[config.mk]
export PLATFORM = sky130hd
export DESIGN_NAME = iseq_receiver_mc
export DESIGN_NICKNAME = d
export VERILOG_FILES = /design/src/rtl/iseq_receiver_mc_pkg.sv /design/src/rtl/iseq_receiver_mc_lane_ptr.sv /design/src/rtl/iseq_receiver_mc.sv
export SDC_FILE = /design/constraint.sdc
export NUM_CORES = 1
export LEC_CHECK = 0
export CELL_PAD_IN_SITES_DETAIL_PLACEMENT = 1
export CELL_PAD_IN_SITES_GLOBAL_PLACEMENT = 2
export CORE_UTILIZATION = 16
export DETAILED_ROUTE_END_ITERATION = 10
export MAX_ROUTING_LAYER = met4
export PLACE_DENSITY_LB_ADDON = 0.1
export SLEW_MARGIN = 20
export SYNTH_ARGS = -nofsm -noshare
export SYNTH_HDL_FRONTEND = slang
export SYNTH_HIERARCHICAL = 1
export SYNTH_SLANG_ARGS = --single-unit
[constraint.sdc]
create_clock -name clk -period 2.55 [get_ports clk]
set_input_delay 0.6375 -clock clk [delete_from_list [all_inputs] [get_ports clk]]
set_output_delay 0.6375 -clock clk [all_outputs]
set_load 0.02 [all_outputs]
[src/rtl/iseq_receiver_mc_pkg.sv]
// Shared opcode constants, FSM encodings and instruction helpers for the
// multi-lane instruction-sequence receiver.
package iseq_receiver_mc_pkg;

  // Opcode field position inside an instruction word.
  localparam int OPC_MSB = 31;
  localparam int OPC_LSB = 28;

  localparam logic [3:0] OPC_END = 4'hF;
  localparam logic [3:0] OPC_NOP = 4'h0;

  // ST_ISSUE names the issue step. It is folded into the cycle of the last
  // lane write, so the state register never actually holds it.
  typedef enum logic [2:0] {
    ST_IDLE,
    ST_RECV_APP,
    ST_RECV_MAINT,
    ST_PAD,
    ST_ISSUE
  } state_t;

  // Which instruction source owns the lane write path this cycle.
  typedef enum logic [1:0] {
    SRC_NONE,
    SRC_APP,
    SRC_MAINT
  } src_t;

  // Builds an instruction word that carries only an opcode.
  function automatic logic [OPC_MSB:0] make_instr(input logic [3:0] opc);
    return {opc, {OPC_LSB{1'b0}}};
  endfunction

endpackage

[src/rtl/iseq_receiver_mc_lane_ptr.sv]
// Round-robin lane pointer: counts 0..N_LANES-1, holds while stalled, and
// flags the last lane so the caller can tell when a row is complete.
module iseq_receiver_mc_lane_ptr #(
  parameter  int N_LANES = 2,
  localparam int PTR_W   = (N_LANES > 1) ? $clog2(N_LANES) : 1
) (
  input  logic             clk,
  input  logic             rst,
  input  logic             stall,
  output logic [PTR_W-1:0] ptr,
  output logic             last
);

  assign last = (ptr == PTR_W'(N_LANES - 1));

  // Advance one lane per unstalled cycle, wrapping after the last lane.
  // NOTE: sequential state is only ever assigned with <= so every flop
  // samples the pre-edge values of its neighbours.
  always_ff @(posedge clk) begin
    if (rst) begin
      ptr <= '0;
    end else if (!stall) begin
      ptr <= last ? '0 : ptr + PTR_W'(1);
    end
  end

endmodule

[src/rtl/iseq_receiver_mc.sv]
// Multi-lane instruction-sequence receiver. Accepts instructions from the
// app port or the maintenance handler, stripes them over N_LANES FIFOs,
// pads the final row with NOPs, and hands complete sequences to the
// dispatcher one at a time while buffering the next one.
module iseq_receiver_mc
  import iseq_receiver_mc_pkg::*;
#(
  parameter  int N_LANES      = 2,
  parameter  int INSTR_W      = 32,
  parameter  int MAX_ISEQ_LEN = 1024,
  localparam int LEN_W        = $clog2(MAX_ISEQ_LEN) + 1
) (
  input  logic                       clk,
  input  logic                       rst,
  input  logic                       dispatcher_ready,
  input  logic                       app_en,
  output logic                       app_ack,
  input  logic [INSTR_W-1:0]         app_instr,
  input  logic                       maint_en,
  output logic                       maint_ack,
  input  logic [INSTR_W-1:0]         maint_instr,
  output logic [N_LANES-1:0]         lane_fifo_en,
  output logic [N_LANES*INSTR_W-1:0] lane_fifo_data,
  input  logic [N_LANES-1:0]         lane_fifo_full,
  output logic                       process_iseq,
  output logic [LEN_W-1:0]           iseq_len,
  output logic                       iseq_overflow
);

  localparam int                 PTR_W     = (N_LANES > 1) ? $clog2(N_LANES) : 1;
  localparam logic [LEN_W-1:0]   LEN_LIMIT = LEN_W'(MAX_ISEQ_LEN - 1);
  localparam logic [INSTR_W-1:0] END_WORD  = INSTR_W'(make_instr(OPC_END));
  localparam logic [INSTR_W-1:0] NOP_WORD  = INSTR_W'(make_instr(OPC_NOP));

  state_t             state;
  src_t               src;
  logic               pending;
  logic [1:0]         guard;
  logic [LEN_W-1:0]   len;

  logic [PTR_W-1:0]   lane_ptr;
  logic               last_lane;
  logic               lane_full;
  logic               src_en;
  logic [INSTR_W-1:0] src_instr;
  logic               recv;
  logic               force_end;
  logic               wr_fire;
  logic [INSTR_W-1:0] wr_data;
  logic               app_take;
  logic               maint_take;
  logic               wr_end;
  logic               seq_done;
  logic               dispatch;

  iseq_receiver_mc_lane_ptr #(
    .N_LANES (N_LANES)
  ) u_lane_ptr (
    .clk   (clk),
    .rst   (rst),
    .stall (~wr_fire),
    .ptr   (lane_ptr),
    .last  (last_lane)
  );

  // Pick the source that owns the write path. A new sequence may start only
  // when nothing is buffered; maintenance wins only at a sequence boundary
  // and only while the dispatcher is idle.
  // NOTE: every signal assigned here gets a default first so no path through
  // the block leaves it unassigned and infers a latch.
  always_comb begin
    src = SRC_NONE;
    case (state)
      ST_IDLE: begin
        if (!pending) begin
          if (maint_en && dispatcher_ready) begin
            src = SRC_MAINT;
          end else if (app_en) begin
            src = SRC_APP;
          end
        end
      end
      ST_RECV_APP:   src = SRC_APP;
      ST_RECV_MAINT: src = SRC_MAINT;
      default:       src = SRC_NONE;
    endcase
  end

  assign src_en    = (src == SRC_APP)   ? app_en :
                     (src == SRC_MAINT) ? maint_en : 1'b0;
  assign src_instr = (src == SRC_MAINT) ? maint_instr : app_instr;
  assign lane_full = lane_fifo_full[lane_ptr];
  assign recv      = (state == ST_RECV_APP) || (state == ST_RECV_MAINT);
  // One slot short of the limit without an END: the next slot must be END.
  assign force_end = recv && (len == LEN_LIMIT);

  // Decide what, if anything, is written to the current lane this cycle.
  always_comb begin
    wr_fire    = 1'b0;
    wr_data    = src_instr;
    app_take   = 1'b0;
    maint_take = 1'b0;
    if (state == ST_PAD) begin
      wr_fire = !lane_full;
      wr_data = NOP_WORD;
    end else if (force_end) begin
      // The forced END is not acked, so the source keeps its instruction.
      wr_fire = !lane_full;
      wr_data = END_WORD;
    end else if ((src != SRC_NONE) && src_en && !lane_full) begin
      wr_fire    = 1'b1;
      app_take   = (src == SRC_APP);
      maint_take = (src == SRC_MAINT);
    end
  end

  assign wr_end   = wr_fire && (state != ST_PAD) &&
                    (wr_data[OPC_MSB:OPC_LSB] == OPC_END);
  // The sequence is complete once the END or a pad lands in the last lane.
  assign seq_done = wr_fire && last_lane && ((state == ST_PAD) || wr_end);
  assign dispatch = pending && dispatcher_ready && (guard == 2'd0);

  // Handshake and lane outputs are forced quiet while reset is held so a
  // reset mid-sequence cannot leak a write or ack from stale state.
  assign app_ack        = app_take & ~rst;
  assign maint_ack      = maint_take & ~rst;
  assign lane_fifo_en   = (wr_fire && !rst) ? (N_LANES'(1) << lane_ptr) : '0;
  assign lane_fifo_data = rst ? '0 : {N_LANES{wr_data}};

  // Receiver FSM with length counter, overflow flag, issue and dispatch.
  always_ff @(posedge clk) begin
    if (rst) begin
      state         <= ST_IDLE;
      pending       <= 1'b0;
      guard         <= 2'd0;
      len           <= '0;
      iseq_len      <= '0;
      iseq_overflow <= 1'b0;
      process_iseq  <= 1'b0;
    end else begin
      process_iseq <= dispatch;

      // The guard covers the cycles before the dispatcher's busy flag
      // makes it back to dispatcher_ready.
      if (guard != 2'd0) begin
        guard <= guard - 2'd1;
      end
      if (dispatch) begin
        pending <= 1'b0;
        guard   <= 2'd2;
      end

      if (force_end && wr_fire) begin
        iseq_overflow <= 1'b1;
      end

      if (seq_done) begin
        // Issue step, taken in the same cycle as the final lane write.
        pending  <= 1'b1;
        iseq_len <= len + LEN_W'(1);
        len      <= '0;
        state    <= ST_IDLE;
      end else begin
        if (wr_fire) begin
          len <= len + LEN_W'(1);
        end
        case (state)
          ST_IDLE: begin
            if (wr_fire) begin
              if (wr_end) begin
                state <= ST_PAD;
              end else if (src == SRC_MAINT) begin
                state <= ST_RECV_MAINT;
              end else begin
                state <= ST_RECV_APP;
              end
            end
          end
          ST_RECV_APP, ST_RECV_MAINT: begin
            if (wr_end) begin
              state <= ST_PAD;
            end
          end
          ST_PAD:  state <= ST_PAD;
          default: state <= ST_IDLE;
        endcase
      end
    end
  end

endmodule

Word level (Yosys, flattened, before mapping) --
Index checks and enable logic that the tools add are counted.
Word-level totals: register bits after elaboration 31, input port bits 71
Operators by class: muxes and demuxes 32, order comparisons 1, reductions and logical operators 26, equal/unequal tests 10, shift operators 1, add/subtract/negate cells 3, bitwise gates (word level) 3
Operator list (count):
- 32-bit two-way mux | 3
- 64-bit two-way mux | 1
- 1-bit two-way mux | 17
- 2-bit two-way mux | 7
- 1-bit logical AND | 12
- 11-bit by 1-bit adder with 11-bit output (second input constant) | 1
- 11-bit by 10-bit equality test with 1-bit output (second input constant) | 1
- 3-bit case mux with 3 select lines | 1
- 2-bit nonzero test | 4
- 3-bit by 2-bit equality test with 1-bit output (second input constant) | 2
- 3-bit two-way mux | 2
- 2-bit case mux with 3 select lines | 1
- 2-bit OR reduction | 3
- 4-bit equality test (second input constant) | 1
- 2-bit != test (second input constant) | 2
- 3-bit by 1-bit equality test with 1-bit output (second input constant) | 1
- 3-bit logical NOT | 1
- 3-bit by 2-bit != test with 1-bit output (second input constant) | 1
- 1-bit bitwise AND | 2
- 2-bit by 1-bit equality test with 1-bit output (second input constant) | 1
- 2-bit equality test (second input constant) | 1
- 1-bit logical NOT | 2
- 2-bit logical NOT | 1
- 1-bit logical OR | 2
- other kinds (6) | 6

Longest topological paths before layout --
Gate-level depths: netlist of the first run.
depth after elaboration 17, mapped depth 10, depth with buffers taken out 8

By module --
The synthesis of the first run kept the hierarchy.
Modules (own cells, without submodules):
- iseq_receiver_mc | sequential area each 580.6 um^2, area an instance 2309.7 um^2, cells each 315, instances 1
- iseq_receiver_mc_lane_ptr | sequential area each 20.0 um^2, area an instance 40.0 um^2, cells each 4, instances 1

Worst setup path before layout of the first run --
OpenSTA, ideal clock, no wires.
path kind reg-to-output, from reg state[0], to out lane_fifo_data[62], setup slack -0.561 ns, data arrival time 2.474 ns, stages on the path, launching flop included 11, required time 1.913 ns, buffers on the path 3, path through dfxtp_1 inv_2 ha_1 nand4b_1 a21boi_2 or2_1 buf_6 clkbuf_1 nand2_1 a31oi_1 buf_4
On the way: longest elaborated chain between the ends 7, elaborated cells between the ends (all ways) 12
Ends and longest elaborated chain:
- start: declaration | line iseq_receiver_mc.sv:35 | state_t state;
- start signal: assignment | line iseq_receiver_mc.sv:133 | state <= ST_IDLE;
- start signal: assignment | line iseq_receiver_mc.sv:162 | state <= ST_IDLE;
- start signal: assignment | line iseq_receiver_mc.sv:171 | state <= ST_PAD;
- 3-bit by 2-bit equality test with 1-bit output, or another cell as far along | line iseq_receiver_mc.sv:73, iseq_receiver_mc.sv:93
- 2-bit case mux with 3 select lines | line iseq_receiver_mc.sv:73 | case (state)
- 2-bit equality test | line iseq_receiver_mc.sv:91 | assign src_instr = (src == SRC_MAINT) ? maint_instr : app_instr;
- 32-bit two-way mux | line iseq_receiver_mc.sv:91
- 32-bit two-way mux | line iseq_receiver_mc.sv:106 | end else if (force_end) begin
- 32-bit two-way mux * | line iseq_receiver_mc.sv:103 | if (state == ST_PAD) begin
- 64-bit two-way mux * | line iseq_receiver_mc.sv:128 | assign lane_fifo_data = rst ? '0 : {N_LANES{wr_data}};
- end: declaration | line iseq_receiver_mc.sv:23 | output logic [N_LANES*INSTR_W-1:0] lane_fifo_data,
Mark *: on every way between the ends. The rest lies on a longest branch, timed or not.

Final worst setup path of the first run --
from in maint_en, to out lane_fifo_data[15]
On the way: longest elaborated chain between the ends 9
Ends and longest elaborated chain:
- start: declaration | line iseq_receiver_mc.sv:19 | input logic maint_en,
- 1-bit logical AND | line iseq_receiver_mc.sv:76 | if (maint_en && dispatcher_ready) begin
- 2-bit two-way mux | line iseq_receiver_mc.sv:76
- 2-bit two-way mux | line iseq_receiver_mc.sv:75 | if (!pending) begin
- 2-bit case mux with 3 select lines | line iseq_receiver_mc.sv:73
- 2-bit equality test | line iseq_receiver_mc.sv:91
- 32-bit two-way mux | line iseq_receiver_mc.sv:91
- 32-bit two-way mux | line iseq_receiver_mc.sv:106
- 32-bit two-way mux | line iseq_receiver_mc.sv:103
- 64-bit two-way mux | line iseq_receiver_mc.sv:128
No other way between the ends.

==> metrics, run 1 <==
Max Cap Viol=0; vias in the first global route=2994; Pwr Total=0.00520 W; Final Wtd Congestion=0.740; FF-to-FF Start=state[1]$_SDFFE_PP0P_; fin crit share=106%; Clock H-tree levels=2; Cell Pwr Density=936 nW/um2; Initial Util=16.7%; worst-margin pin slew=0.399 ns; clock power share=11.2%; Final #Nets=578; starting DRC count in detailed routing=70; Max Freq=0.369 GHz; Synth area leader=dfxtp_1; RSZ-0062 raised after global routing=true; Arr. time, crit path=2.07 ns; largest net degree at the start of global routing=25; Worst EP required=1.91 ns; DP HPWL=7960 um; Comb pwr share=78.4%; final slew viol count=0; Placeable Area=14100 um2; total grt overflow=0; first-pass GRT wire length=15900 um; die boundary height=123 um; Min-Delay Path Class=reg2reg; Placement Setup Slack=-0.917 ns; status=finished with violations; Net Sw Frac=43.3%; FF+latch count, synth=30; hold_ws=0.454 ns; Lkg Pwr=2.29 nW; Synth Instances=319; most common cell after layout, fill and taps aside=clkdlybuf4s50_1; Area contributors post-synth=dfxtp_1 (26%), nand2_1 (12%), buf_4 (11%); Critical Path Source=maint_en; most frequent cells in the layout=clkdlybuf4s50_1 (77), buf_6 (71), buf_4 (56), nand2_4 (32), nand2_1 (31); CTS Sinks=30; WL final=10800 um; sequential-to-total area share from yosys stat=25.6%; Avg WL per Cell=15.8 um; post-synthesis cell area=2350 um2; Reg clk slew, reported paths=0.05 ns; syn_nets=393; Critical Path Start Type=primary input; Seq pwr share=10.5%; clk buf depth=2; Clk Latency, worst-skew pair=0.27 ns; CP Class=in2out; share of cells above drive strength 1=52.4%; CTS tree=done; # DRC=0; Finish-stage setup viols=67; CP Capture Type=output port; Synth-to-Final Area Change=137%; net switching power=0.00225 W; min-delay src=guard[0]$_SDFFE_PP0P_; antenna-violating nets left=0; num ports=152; post-synth top area share=25.6%; PortBufs=151; Synth cell types=50; Max Clock Skew=0.00381 ns; crit path time final=2.71 ns; largest fanout on the critical path=3; Clk Tree Root Cell=clkbuf_16; Final Instance Count excl. Fillers=685; Vias/cell=4.19; IR Drop Worst-Case VDD=0.329 mV; Rel. slew slack=73.3%; Most used DFF post-synth=dfxtp_1; # rows=43; number of detailed-route iterations in the first pass=4; final hold vios=0; TritonCTS Buffers=5; Syn Area/Cell=7.37 um2; Global Route Usage Sum=13.9%; Ys Warns=6; hold buffers post-CTS=0; ys async rst share=0%; DIE AREA=15200 um2; placed insts=657; Post-synth EDFFs=0; final setup margin=-0.161 ns; Int Power=0.00295 W; Die X=123 um; via count=2873; initial antenna violation count=1; failing checks=negative setup slack
## flip-flops by register name (all words and copies together) (netlist names)
register         count
iseq_overflow        1
pending              1
process_iseq         1
state                2
u_lane_ptr/last      1
guard                2
iseq_len            11
len                 11
## metrics by stage
stage / util [%] / setup TNS (ns) / cell area, um2
floorplan: - / -0.453 / 2860
global placement: 33.2 / -60.53 / 4670
detailed placement: 33.2 / -62.82 / 4670
CTS: 38.9 / -10.75 / 5490
global route: 39.4 / -11.45 / 5560
finish: 39.4 / -7.21 / 5560
## power groups by stage
stage | logic (W) | clock network, W | registers (W)
6_report | 0.00408 | 0.000581 | 0.000544
3_5_place_dp | 0.00304 | 0 | 0.000546
2_1_floorplan | 0.00197 | 0 | 0.000583
4_1_cts | 0.00403 | 0.000602 | 0.000547
3_3_place_gp | 0.00301 | 0 | 0.000543
5_1_grt | 0.00434 | 0.000629 | 0.000548
## Yosys cell counts, types with 3 or more instances
library cell	instances
a211oi_1	12
a21oi_1	31
a21oi_2	9
a31oi_1	5
buf_1	4
buf_2	3
buf_4	33
buf_6	4
clkbuf_1	6
dfxtp_1	30
ha_1	3
inv_1	3
mux2i_1	4
nand2_1	72
nand3_1	9
nand4_1	4
nor2_1	20
nor3b_1	4
o21ai_0	5
o21ai_1	5
or3_1	9
xor2_1	9
## path summary, 6_finish.rpt
path | to | slack (ns) | cells after the start
worst max-delay path | lane_fifo_data[15] | -0.16 | 11
worst min-delay path | guard[0]$_SDFFE_PP0P_ | 0.45 | 1
worst max register to register | state[0]$_SDFFE_PP0P_ | 0.19 | 10
worst min register to register | guard[0]$_SDFFE_PP0P_ | 0.45 | 1
## cell families after synthesis
logic type,Yosys count,synth area share [%]
AO/OA/AOI/OAI,78,22.4
XOR/XNOR,11,4.10
adder cells (fa/ha/maj),3,1.60
buffers and inverters,55,15.9
flip-flops,30,25.6
multiplexers,5,2.18
AND/OR/NAND/NOR,137,28.2
## metal layers
| layer | routed length [um] | up-vias | part of all wire (%) | track usage [%] |
|---|---|---|---|---|
| met3 | 646 | 2 | 6.0 | 2.91 |
| met2 | 5420 | 77 | 50 | 23.5 |
| met1 | 4720 | 1354 | 44 | 17.4 |
| li1 | - | 1440 | - | - |
| met5 | 0 | - | 0 | - |
| met4 | 20 | 0 | 0.19 | 1.58 |
## worst max-delay path, cell delays in order
cell,delay (ns)
clkdlybuf4s15_2,0.19
nand4b_1,0.13
a21boi_4,0.17
buf_6,0.12
nor2_4,0.13
buf_6,0.14
buf_12,0.11
buf_12,0.11
nand2_4,0.05
a21oi_4,0.15
buf_6,0.14
## cell type report
cell class | count | area (um2)
inverters | 4 | 20.0
fillers | 1608 | 8540
diodes | 1 | 2.50
multi-input cells | 234 | 2130
flip-flops and latches | 30 | 608
clock buffers | 7 | 143
repair buffers | 229 | 2430
well taps | 180 | 225
## what timing repair did
action / 4_1_cts / 5_1_grt
endpoints found under the setup margin: 70 / 67
resized for setup: 508 / 22
gates cloned: 5 / 3
setup buffers: 16 / 6
pin swaps: 59 / 28
No activity file was read; power rests on OpenSTA's default activity.
==> run 2, diff against run 1 <==
--- a/config.mk
+++ b/config.mk
@@ -10,7 +10,7 @@
 export CORE_UTILIZATION = 16
 export DETAILED_ROUTE_END_ITERATION = 10
 export MAX_ROUTING_LAYER = met4
-export PLACE_DENSITY_LB_ADDON = 0.1
+export PLACE_DENSITY = 0.77
 export SLEW_MARGIN = 20
 export SYNTH_ARGS = -nofsm -noshare
 export SYNTH_HDL_FRONTEND = slang
==> metrics, run 2 (same netlist as run 1, synthesis figures left out) <==
status=finished with violations (unchanged); failing checks=negative setup slack (unchanged); Worst Hold End=guard[0]$_SDFFE_PP0P_ (unchanged); most frequent cells in the layout=buf_6 (78), clkdlybuf4s50_1 (77), buf_4 (60), nand2_1 (40), nand2_4 (31) (was clkdlybuf4s50_1 (77), buf_6 (71), buf_4 (56), nand2_4 (32), nand2_1 (31)); IR Drop Worst-Case VDD=0.269 mV (was 0.329 mV); wire length on met1=4340 um (was 4720 um); starting DRC count in detailed routing=75 (was 70); setup TNS=-11.68 ns (was -7.21 ns); die boundary height=123 um (unchanged); number of detailed-route iterations in the first pass=4 (unchanged); Final #Nets=581 (was 578); min-delay src=guard[0]$_SDFFE_PP0P_ (unchanged); Int Power=0.00289 W (was 0.00295 W); Clk Tree Root Cell=clkbuf_16 (unchanged); ant diodes=0 (was 1); Worst EP required=1.91 ns (about the same); WHS Path Cells=1 (unchanged); Finish-stage setup viols=67 (unchanged); Util after Layout=38.8% (was 39.4%); hold buffers post-CTS=0 (unchanged); DP HPWL=8220 um (was 7960 um); WL met3=378 um (was 646 um); Synth-to-Final Area Change=133% (was 137%); reg2reg path depth=10 (unchanged); Die X=123 um (unchanged); initial antenna violation count=0 (was 1); reg2reg end=state[0]$_SDFFE_PP0P_ (unchanged); final setup margin=-0.267 ns (was -0.161 ns); # rows=43 (unchanged); # DRC=0 (unchanged); CP Capture Type=output port (unchanged); Top Registers=iseq_len: 11 flops, len: 11 flops (unchanged); Vias/cell=4.33 (was 4.19); total grt overflow=0 (unchanged); Net Sw Frac=43.8% (was 43.3%); Avg WL per Cell=16.2 um (was 15.8 um); Seq pwr share=10.7% (was 10.5%); Global Route Usage Sum=14.5% (was 13.9%); Reg2Reg Setup Slack=0.17 ns (was 0.19 ns); RSZ-0062 raised after global routing=true (unchanged); most common cell after layout, fill and taps aside=buf_6 (was clkdlybuf4s50_1); Lkg Pwr=2.26 nW (was 2.29 nW); DIE AREA=15200 um2 (unchanged); Final Wtd Congestion=0.766 (was 0.740); Reg clk slew, reported paths=0.05 ns (about the same); clock power share=11.8% (was 11.2%); crit path time final=2.82 ns (was 2.71 ns); vias in the first global route=3212 (was 2994); Clk Latency, worst-skew pair=0.28 ns (was 0.27 ns); Final Instance Count excl. Fillers=688 (was 685); share of cells above drive strength 1=50.8% (was 52.4%); Placeable Area=14100 um2 (unchanged); placed cell areas=4590 um2 (was 4670 um2); largest net degree at the start of global routing=25 (unchanged); first-pass GRT wire length=16500 um (was 15900 um); WL met2=6290 um (was 5420 um); CP Class=reg2out (was in2out); FF-to-FF Start=state[0]$_SDFFE_PP0P_ (was state[1]$_SDFFE_PP0P_); worst-margin pin slew=0.395 ns (was 0.399 ns); PortBufs=151 (unchanged); antenna-violating nets left=0 (unchanged); fin crit share=110% (was 106%); via count=2982 (was 2873); Rel. slew slack=73.6% (was 73.3%); Min-Delay Path Class=reg2reg (unchanged); WL final=11100 um (was 10800 um); net switching power=0.00225 W (about the same); Initial Util=16.7% (unchanged); Critical Path Start Type=register (was primary input); largest fanout on the critical path=6 (was 3); CTS Sinks=30 (unchanged); clk buf depth=2 (unchanged); Cell Pwr Density=939 nW/um2 (was 936 nW/um2); Max Clock Skew=0.00475 ns (was 0.00381 ns); CTS tree=done (unchanged); Final Cell Area=5470 um2 (was 5560 um2); Clock H-tree levels=2 (unchanged); Comb pwr share=77.6% (was 78.4%); num ports=152 (unchanged); final slew viol count=0 (unchanged); Arr. time, crit path=2.18 ns (was 2.07 ns); final hold vios=0 (unchanged); Max Freq=0.355 GHz (was 0.369 GHz); DR top layer=met4 (unchanged); placed insts=652 (was 657); TritonCTS Buffers=5 (unchanged); Max Cap Viol=0 (unchanged)
run 2: changes by cell type in the layout (fill, tap and decap cells not counted), sizes merged:
cell,change
diode,-1
clkbuf,-1
buf,+4
clkdlybuf4s15,-1
clkinv,+1
inv,+1
run 2: layout make-up:
| type | instances | area, um2 |
|---|---|---|
| Fill cell | 1596 | 8630 |
| Timing Repair Buffer | 232 | 2380 |
| Multi-Input combinational cell | 234 | 2090 |
| Sequential cell | 30 | 608 |
| Tap cell | 180 | 225 |
| Clock buffer | 6 | 139 |
| Inverter | 4 | 20.0 |
| Clock inverter | 2 | 11.3 |
run 2: through the flow:
step	setup WS (ns)	hold WS (ns)	total power [W]
after detailed placement	-0.941	0.435	0.00350
final	-0.267	0.443	0.00513
after floorplan	-0.0527	0.413	0.00255
after global routing	-0.359	0.470	0.00540
after CTS	-0.267	0.447	0.00507
after global placement	-0.861	0.427	0.00344
run 2: how the worst max path moves through the flow:
stage | startpoint | end
2_1_floorplan | state[0]$_SDFFE_PP0P_ | lane_fifo_en[1]
3_3_place_gp | app_en | lane_fifo_en[1]
3_5_place_dp | app_en | lane_fifo_en[1]
4_1_cts | state[1]$_SDFFE_PP0P_ | lane_fifo_data[60]
5_1_grt | state[0]$_SDFFE_PP0P_ | lane_fifo_data[28]
6_report | state[0]$_SDFFE_PP0P_ | lane_fifo_data[60]
run 2: power groups by stage:
| stage | sequential (W) | combinational [W] | clock (W) |
|---|---|---|---|
| after CTS | 0.000545 | 0.00391 | 0.000618 |
| after detailed placement | 0.000548 | 0.00295 | 0 |
| final | 0.000548 | 0.00398 | 0.000604 |
| after floorplan | 0.000583 | 0.00197 | 0 |
| after global routing | 0.000553 | 0.00420 | 0.000642 |
| after global placement | 0.000545 | 0.00289 | 0 |
run 2: timing repair:
action | 4_1_cts | 5_1_grt
setup endpoints to repair | 70 | 68
hold endpoints to repair | 0 | 0
setup buffers | 19 | 10
pin swaps | 50 | 19
gates resized for setup | 504 | 18
cloned | 4 | 0
run 2: critical path, cell delays in order (launching register included):
cell	delay, ns
dfxtp_4	0.35
inv_4	0.06
ha_4	0.15
nand4b_1	0.12
a21boi_4	0.17
buf_6	0.13
nor2_4	0.14
buf_12	0.12
buf_8	0.11
buf_16	0.14
nand2_4	0.05
a31oi_4	0.21
buf_6	0.14
run 2: per-layer routing:
| layer | global-route usage, % | vias to the layer above |
|---|---|---|
| li1 | - | 1461 |
| met1 | 16.3 | 1451 |
| met2 | 27.2 | 60 |
| met3 | 1.80 | 10 |
| met4 | 2.86 | 0 |
| met5 | - | - |
